**src/rtl/frontier_buffer_pkg.sv**
```systemverilog
// Shared types and default sizing for the active-vertex frontier buffer.
// Latency: n/a (package only).
// Backpressure: n/a (package only).
// Contents: lane entry struct, lane end-state enum, default widths/depths.
// Defaults mirror the build-wide accelerator sizing.
package frontier_buffer_pkg;

    localparam int V_ID_WIDTH_DEF = 32;
    localparam int CORE_NUM_DEF   = 4;
    localparam int FIFO_DEPTH_DEF = 16;
    localparam int AF_MARGIN_DEF  = 2;

    // id field is sized to the build-wide vertex id width; lanes narrower
    // than that zero-extend on write and truncate on read.
    typedef struct packed {
        logic [V_ID_WIDTH_DEF-1:0] id;
        logic                      updated;
        logic                      pull_first_flag;
    } active_v_entry_t;

    typedef enum logic [1:0] {
        IDLE    = 2'd0,
        PENDING = 2'd1,
        EMIT    = 2'd2
    } end_state_e;

endpackage

```
**src/rtl/frontier_lane.sv**
```systemverilog
// One frontier lane: vertex FIFO, iteration-end ordering FSM, registered outputs.
// Latency: vertex 1 cycle after the push edge when empty; end pulse 1 cycle after the last vertex leaves.
// Backpressure: pops stall while next_stage_full; buffer_full warns early; a push into a full FIFO without a pop is dropped and sets sticky overflow.
// Ports: push_* / end_* from upstream, next_stage_full from downstream, out_* / iteration_end* registered to downstream.
module frontier_lane
    import frontier_buffer_pkg::*;
#(
    parameter int V_ID_WIDTH = V_ID_WIDTH_DEF,
    parameter int FIFO_DEPTH = FIFO_DEPTH_DEF,
    parameter int AF_MARGIN  = AF_MARGIN_DEF
) (
    input  logic                  clk,
    input  logic                  rst,
    input  logic [V_ID_WIDTH-1:0] push_id,
    input  logic                  push_updated,
    input  logic                  push_pull_first_flag,
    input  logic                  push_vld,
    input  logic                  end_flag,
    input  logic                  end_vld,
    input  logic                  next_stage_full,
    output logic                  buffer_full,
    output logic                  overflow,
    output logic [V_ID_WIDTH-1:0] out_id,
    output logic                  out_updated,
    output logic                  out_pull_first_flag,
    output logic                  out_vld,
    output logic                  iteration_end,
    output logic                  iteration_end_valid
);
    localparam int PTR_W = $clog2(FIFO_DEPTH);
    localparam int CNT_W = PTR_W + 1;

    active_v_entry_t   mem_q [FIFO_DEPTH];
    active_v_entry_t   wr_entry;
    active_v_entry_t   out_entry_q, out_entry_d;
    logic [PTR_W-1:0]  wr_ptr_q, wr_ptr_d, rd_ptr_q, rd_ptr_d;
    logic [CNT_W-1:0]  count_q, count_d;
    logic              overflow_q, overflow_d;
    logic              out_vld_q, out_vld_d;
    logic              fwd_q, fwd_d;
    end_state_e        state_q, state_d;
    logic              pop, full, accept;

    // FIFO bookkeeping; a pop frees a slot in the same cycle so a push at full is still accepted.
    always_comb begin
        wr_entry                 = '0;
        wr_entry.id              = V_ID_WIDTH_DEF'(push_id);
        wr_entry.updated         = push_updated;
        wr_entry.pull_first_flag = push_pull_first_flag;

        pop         = (count_q != '0) && !next_stage_full;
        full        = (count_q == CNT_W'(FIFO_DEPTH));
        accept      = push_vld && (!full || pop);
        wr_ptr_d    = wr_ptr_q + PTR_W'(accept);
        rd_ptr_d    = rd_ptr_q + PTR_W'(pop);
        count_d     = count_q + CNT_W'(accept) - CNT_W'(pop);
        overflow_d  = overflow_q | (push_vld & ~accept);
        out_entry_d = pop ? mem_q[rd_ptr_q] : out_entry_q;
        out_vld_d   = pop;
    end

    // Storage is not reset: a cleared count makes stale entries unreachable.
    always_ff @(posedge clk) begin
        if (accept) begin
            mem_q[wr_ptr_q] <= wr_entry;
        end
    end

    always_ff @(posedge clk or posedge rst) begin
        if (rst) begin
            wr_ptr_q    <= '0;
            rd_ptr_q    <= '0;
            count_q     <= '0;
            overflow_q  <= 1'b0;
            out_entry_q <= '0;
            out_vld_q   <= 1'b0;
        end else begin
            wr_ptr_q    <= wr_ptr_d;
            rd_ptr_q    <= rd_ptr_d;
            count_q     <= count_d;
            overflow_q  <= overflow_d;
            out_entry_q <= out_entry_d;
            out_vld_q   <= out_vld_d;
        end
    end

    // End FSM state register.
    always_ff @(posedge clk or posedge rst) begin
        if (rst) begin
            state_q <= IDLE;
            fwd_q   <= 1'b0;
        end else begin
            state_q <= state_d;
            fwd_q   <= fwd_d;
        end
    end

    // End FSM next state. PENDING waits for a fully quiet, empty lane so the
    // pulse always follows the last vertex output. Markers in PENDING are absorbed;
    // a new end arriving during the EMIT cycle is kept rather than lost.
    always_comb begin
        state_d = state_q;
        fwd_d   = 1'b0;
        unique case (state_q)
            IDLE: begin
                if (end_vld && end_flag) begin
                    state_d = PENDING;
                end else if (end_vld) begin
                    fwd_d = 1'b1;
                end
            end
            PENDING: begin
                if ((count_q == '0) && !push_vld && !pop) begin
                    state_d = EMIT;
                end
            end
            EMIT: begin
                state_d = (end_vld && end_flag) ? PENDING : IDLE;
            end
            default: state_d = IDLE;
        endcase
    end

    // End FSM outputs; fwd_q carries a (0,1) marker seen in IDLE.
    always_comb begin
        iteration_end       = (state_q == EMIT);
        iteration_end_valid = (state_q == EMIT) | fwd_q;
    end

    assign buffer_full         = (count_q >= CNT_W'(FIFO_DEPTH - AF_MARGIN));
    assign overflow            = overflow_q;
    assign out_id              = V_ID_WIDTH'(out_entry_q.id);
    assign out_updated         = out_entry_q.updated;
    assign out_pull_first_flag = out_entry_q.pull_first_flag;
    assign out_vld             = out_vld_q;

endmodule

```
**src/rtl/active_vertex_frontier_buffer.sv**
```systemverilog
// Per-core frontier buffer between the iteration-end stage and the next stage.
// Latency: vertex 1 cycle after its push edge when empty; iteration end re-emitted only after the lane drains.
// Backpressure: next_stage_full stalls each lane independently; buffer_full is almost-full to upstream; overflow is sticky.
// Ports: front_* inputs and active_v_* / iteration_end* outputs are CORE_NUM lanes packed side by side,
//        lane i at [i*V_ID_WIDTH +: V_ID_WIDTH] for ids and bit i for 1-bit signals; rst[i] resets lane i only.
module active_vertex_frontier_buffer
    import frontier_buffer_pkg::*;
#(
    parameter int V_ID_WIDTH = V_ID_WIDTH_DEF,
    parameter int CORE_NUM   = CORE_NUM_DEF,
    parameter int FIFO_DEPTH = FIFO_DEPTH_DEF,
    parameter int AF_MARGIN  = AF_MARGIN_DEF
) (
    input  logic                           clk,
    input  logic [CORE_NUM-1:0]            rst,
    input  logic [CORE_NUM*V_ID_WIDTH-1:0] front_active_v_id,
    input  logic [CORE_NUM-1:0]            front_active_v_updated,
    input  logic [CORE_NUM-1:0]            front_active_v_pull_first_flag,
    input  logic [CORE_NUM-1:0]            front_active_v_valid,
    input  logic [CORE_NUM-1:0]            front_iteration_end,
    input  logic [CORE_NUM-1:0]            front_iteration_end_valid,
    input  logic [CORE_NUM-1:0]            next_stage_full,
    output logic [CORE_NUM-1:0]            buffer_full,
    output logic [CORE_NUM-1:0]            overflow,
    output logic [CORE_NUM*V_ID_WIDTH-1:0] active_v_id,
    output logic [CORE_NUM-1:0]            active_v_updated,
    output logic [CORE_NUM-1:0]            active_v_pull_first_flag,
    output logic [CORE_NUM-1:0]            active_v_valid,
    output logic [CORE_NUM-1:0]            iteration_end,
    output logic [CORE_NUM-1:0]            iteration_end_valid
);
    for (genvar i = 0; i < CORE_NUM; i++) begin : g_lane
        frontier_lane #(
            .V_ID_WIDTH (V_ID_WIDTH),
            .FIFO_DEPTH (FIFO_DEPTH),
            .AF_MARGIN  (AF_MARGIN)
        ) u_lane (
            .clk                 (clk),
            .rst                 (rst[i]),
            .push_id             (front_active_v_id[i*V_ID_WIDTH +: V_ID_WIDTH]),
            .push_updated        (front_active_v_updated[i]),
            .push_pull_first_flag(front_active_v_pull_first_flag[i]),
            .push_vld            (front_active_v_valid[i]),
            .end_flag            (front_iteration_end[i]),
            .end_vld             (front_iteration_end_valid[i]),
            .next_stage_full     (next_stage_full[i]),
            .buffer_full         (buffer_full[i]),
            .overflow            (overflow[i]),
            .out_id              (active_v_id[i*V_ID_WIDTH +: V_ID_WIDTH]),
            .out_updated         (active_v_updated[i]),
            .out_pull_first_flag (active_v_pull_first_flag[i]),
            .out_vld             (active_v_valid[i]),
            .iteration_end       (iteration_end[i]),
            .iteration_end_valid (iteration_end_valid[i])
        );
    end

endmodule

```
**config.mk**
```make
export PLATFORM = sky130hd
export DESIGN_NAME = active_vertex_frontier_buffer
export DESIGN_NICKNAME = d
export VERILOG_FILES = /design/src/rtl/frontier_buffer_pkg.sv /design/src/rtl/frontier_lane.sv /design/src/rtl/active_vertex_frontier_buffer.sv
export SDC_FILE = /design/constraint.sdc
export NUM_CORES = 2
export LEC_CHECK = 0
export ABC_AREA = 0
export CAP_MARGIN = 20
export CORE_MARGIN = 3
export CORE_UTILIZATION = 40
export CTS_BUF_LIST = sky130_fd_sc_hd__clkbuf_4
export CTS_CLUSTER_SIZE = 28
export DETAILED_ROUTE_END_ITERATION = 7
export SLEW_MARGIN = 10
export SYNTH_ARGS = -nofsm -noshare
export SYNTH_HDL_FRONTEND = slang
export SYNTH_SLANG_ARGS = --single-unit
```
**constraint.sdc**
```tcl
create_clock -name clk -period 13.95 [get_ports clk]
set_input_delay 4.185 -clock clk [delete_from_list [all_inputs] [get_ports clk]]
set_output_delay 4.185 -clock clk [all_outputs]
set_load 0.02 [all_outputs]
```
==> impl_metrics.yaml <==
run_status:
  status: "completed"
run:
  drv_cap: 0
clocking:
  cts_buffers: 630
  root_buffer: "clkbuf_4"
  clock_sinks: 2384
  path_clk_slew_ns: 0.06
  cts-resized-gates: 0
  clock_path_buffers: 4
  cts_max_level: 6
  hold_buffers: 0
  insertion_delay_ns: 1.38
  post_cts_buffers: 0
  cts_tree: "yes"
floorplanning:
  num_io_pins: 313
  fp.dieH_um: 482
  rows: 173
  start_util_pct: 40.5
  die_w_um: 482
  core_mm2: 0.224
  design.die.area_mm2: 0.232
detailed_routing:
  drt_first_pass_iters: 7
  routed_wirelength_um: 204000
  vias: 44900
  drt_iter0_markers: 3462
  ant_nets: 0
  avgRoutedWirePerCell_um: 24.2
  via_per_inst: 5.32
  drcViolationCount: 0
timing:
  min_period_over_period_pct: 50.4
  fin_skew_ns: 0.109
  layout_min_cycle_time_ns: 7.03
  relSlewSlack_pct: 23.4
  slew_viol_final: 0
  hold_violations: 0
  finalSetupViolations: 0
  fin_setup_tns_ns: 0
  fmax_mhz: 142
  hold_ws_ns: 0.447
  worstMarginPinSlew_ns: 1.15
  layout_setup_ws_ns: 6.92
  rsz0062_at_grt: "no"
finish:
  fin_nets: 5195
  fill_cells: 18700
  area_growth_pct: 16.6
  stdcell_count: 8438
  drive_above_1_share_pct: 33.4
worst_hold_path:
  hold_class: "reg2reg"
setup_path:
  required_ns: 9.76
  path_delay_family: "buffers and inverters"
  crit_path_start_kind: "flip-flop"
  cp_slowest_stage_delay_ns: 0.64
  arrival_ns: 2.85
  cp_slowest_cell: "clkdlybuf4s50_1"
  path_max_fanout: 5
  critPathBufInv: 2
  crit_chain: "inv_1, ha_1, a21oi_1, o21ai_0, clkdlybuf4s50_1"
  cp-end-kind: "output pin"
  critPathKind: "reg2out"
synthesis:
  synth_cell_types: 56
  synth_edf_count: 2176
  ys_ff_latch: 2384
  synth_ff_type: "edfxtp_1"
  synthesis.area_mm2: 0.0905
  postSynth.asyncResetShare_pct: 8.72
  syn_inst: 4177
  synth_nets: 4385
  synth_warnings: 0
  synth_seq_area_share_pct: 78.0
  avgSynthCellArea_um2: 21.7
placed_design:
  numPortBuffers: 312
  post-place-cells: 7329
  gp_congestion: 0.767
  dpl.hpwl_um: 113000
  pre_cts_ws_ns: 6.44
power_and_ir_drop:
  power.total_w: 0.0212
  p_leak_nw: 34.9
  powerDensity_mw_per_mm2: 201
  ir_worst_vdd_mv: 0.125
global_route:
  grt_pass1_vias: 47900
  grtUsageTotal_pct: 17.6
  grt_pass1_wl_um: 306000
  grt_overflow: 0
  antenna_found_initial: 22
  grt_max_degree: 104
kinds of logic (layout without fill, tap and decap cells):
| family | count (synthesis) | count (layout) | synth area share [%] |
|---|---|---|---|
| XOR/XNOR | 32 | 32 | 0.310 |
| buffers and inverters | 289 | 1559 | 1.69 |
| multiplexers | 709 | 709 | 14.7 |
| AO/OA/AOI/OAI | 425 | 425 | 2.93 |
| flip-flops | 2384 | 2384 | 78.0 |
| other | 0 | 16 | 0 |
| adder cells (fa/ha/maj) | 51 | 51 | 0.739 |
| AND/OR/NAND/NOR | 287 | 287 | 1.60 |
area by class of cell:
| class | count | area (um^2) | share of cell area [%] |
|---|---|---|---|
| Antenna cell | 16 | 40.0 | 0.0380 |
| Sequential cell | 2384 | 70600 | 66.9 |
| Clock inverter | 121 | 749 | 0.711 |
| Clock buffer | 971 | 7290 | 6.91 |
| Inverter | 46 | 173 | 0.164 |
| Tap cell | 2975 | 3720 | 3.53 |
| Multi-Input combinational cell | 1504 | 18900 | 17.9 |
| Timing Repair Buffer | 421 | 4050 | 3.84 |
layer usage:
metal	global-route usage (%)	vias to the layer above	share of wire (%)
met5	0	-	0.039
met3	4.78	310	7.2
met1	23.8	23600	42
met4	6.42	12	2.4
li1	-	19400	-
met2	27.5	1541	48
worst register-to-register path, stage by stage (launching register included):
cell     delay (ns)
dfrtp_1        0.43
inv_1          0.10
ha_1           0.17
nor4b_2        0.31
or2_1          0.16
buf_4          0.43
inv_2          0.55
ha_1           0.48
inv_1          0.04
ha_1           0.20
fa_1           0.43
a21oi_1        0.18
nor2_1         0.05
nor2_1         0.11
xnor2_1        0.13
placed cells by master (no fill, tap or decap), types with 14 or more instances in the layout:
cell type | Yosys | layout
edfxtp_1 | 2176 | 2176
nand2_1 | 47 | 47
o22ai_1 | 231 | 231
nand2b_1 | 14 | 14
xor2_1 | 20 | 20
clkinv_1 | 1 | 75
nand3_1 | 39 | 39
dfrtp_1 | 208 | 196
a22oi_1 | 56 | 56
inv_2 | 5 | 19
clkbuf_4 | 0 | 971
clkdlybuf4s50_1 | 0 | 312
ha_1 | 47 | 47
mux4_2 | 488 | 488
clkinv_2 | 0 | 21
buf_4 | 51 | 101
nor2_1 | 106 | 57
mux2i_1 | 120 | 120
nor3_2 | 2 | 17
a21oi_1 | 76 | 74
mux2_2 | 101 | 101
diode_2 | 0 | 16
nor2_4 | 0 | 49
o21ai_1 | 29 | 29
inv_1 | 40 | 36
flip-flops by register name (all words and copies together) (netlist names), 8 cells and up:
register and flops:
g_lane.u_lane.mem_q 2176, g_lane.u_lane.out_id 128, g_lane.u_lane.count_q 20, g_lane.u_lane.rd_ptr_q 16, g_lane.u_lane.wr_ptr_q 16, g_lane.u_lane.state_q 8
worst paths after layout:
check                      slack (ns)                      endpoint                   startpoint  depth (start not counted)
setup reg to reg                10.09   g_lane[3].u_lane.count_q[4]  g_lane[3].u_lane.count_q[2]                         14
min in group asynchronous        3.39   g_lane[0].u_lane.out_id[22]                       rst[0]                          3
hold / removal                   0.45        g_lane[0].u_lane.fwd_q  g_lane[0].u_lane.state_q[1]                          1
hold reg to reg                  0.45        g_lane[0].u_lane.fwd_q  g_lane[0].u_lane.state_q[1]                          1
setup / recovery                 6.92                buffer_full[1]  g_lane[1].u_lane.count_q[4]                          5
max in group asynchronous        9.78  g_lane[2].u_lane.rd_ptr_q[0]                       rst[2]                          3
report_power, final:
group	switching, W	internal (W)	total [W]
clock	0.00274	0.00332	0.00606
combinational	0.00300	0.00268	0.00568
sequential	0.000736	0.00877	0.00950
synthesized netlist by cell type, types with 47 or more instances:
master / instances / area [um^2]
mux2_2: 101 / 1140
buf_4: 51 / 383
clkbuf_1: 88 / 330
nand2_1: 47 / 176
edfxtp_1: 2176 / 65300
nor2_1: 106 / 398
mux2i_1: 120 / 1200
dfrtp_1: 208 / 5200
a21oi_1: 76 / 380
o22ai_1: 231 / 1450
mux4_2: 488 / 11000
ha_1: 47 / 588
a22oi_1: 56 / 420
buf_2: 70 / 350
per-stage QoR:
| stage | instance area, um^2 | utilization, % |
|---|---|---|
| finish | 105000 | 47.2 |
| global route | 105000 | 47.2 |
| CTS | 105000 | 47.1 |
| detailed placement | 97400 | 43.5 |
| global placement | 97200 | 43.5 |
| floorplan | 90500 | - |
No activity file was read; power rests on OpenSTA's default activity.
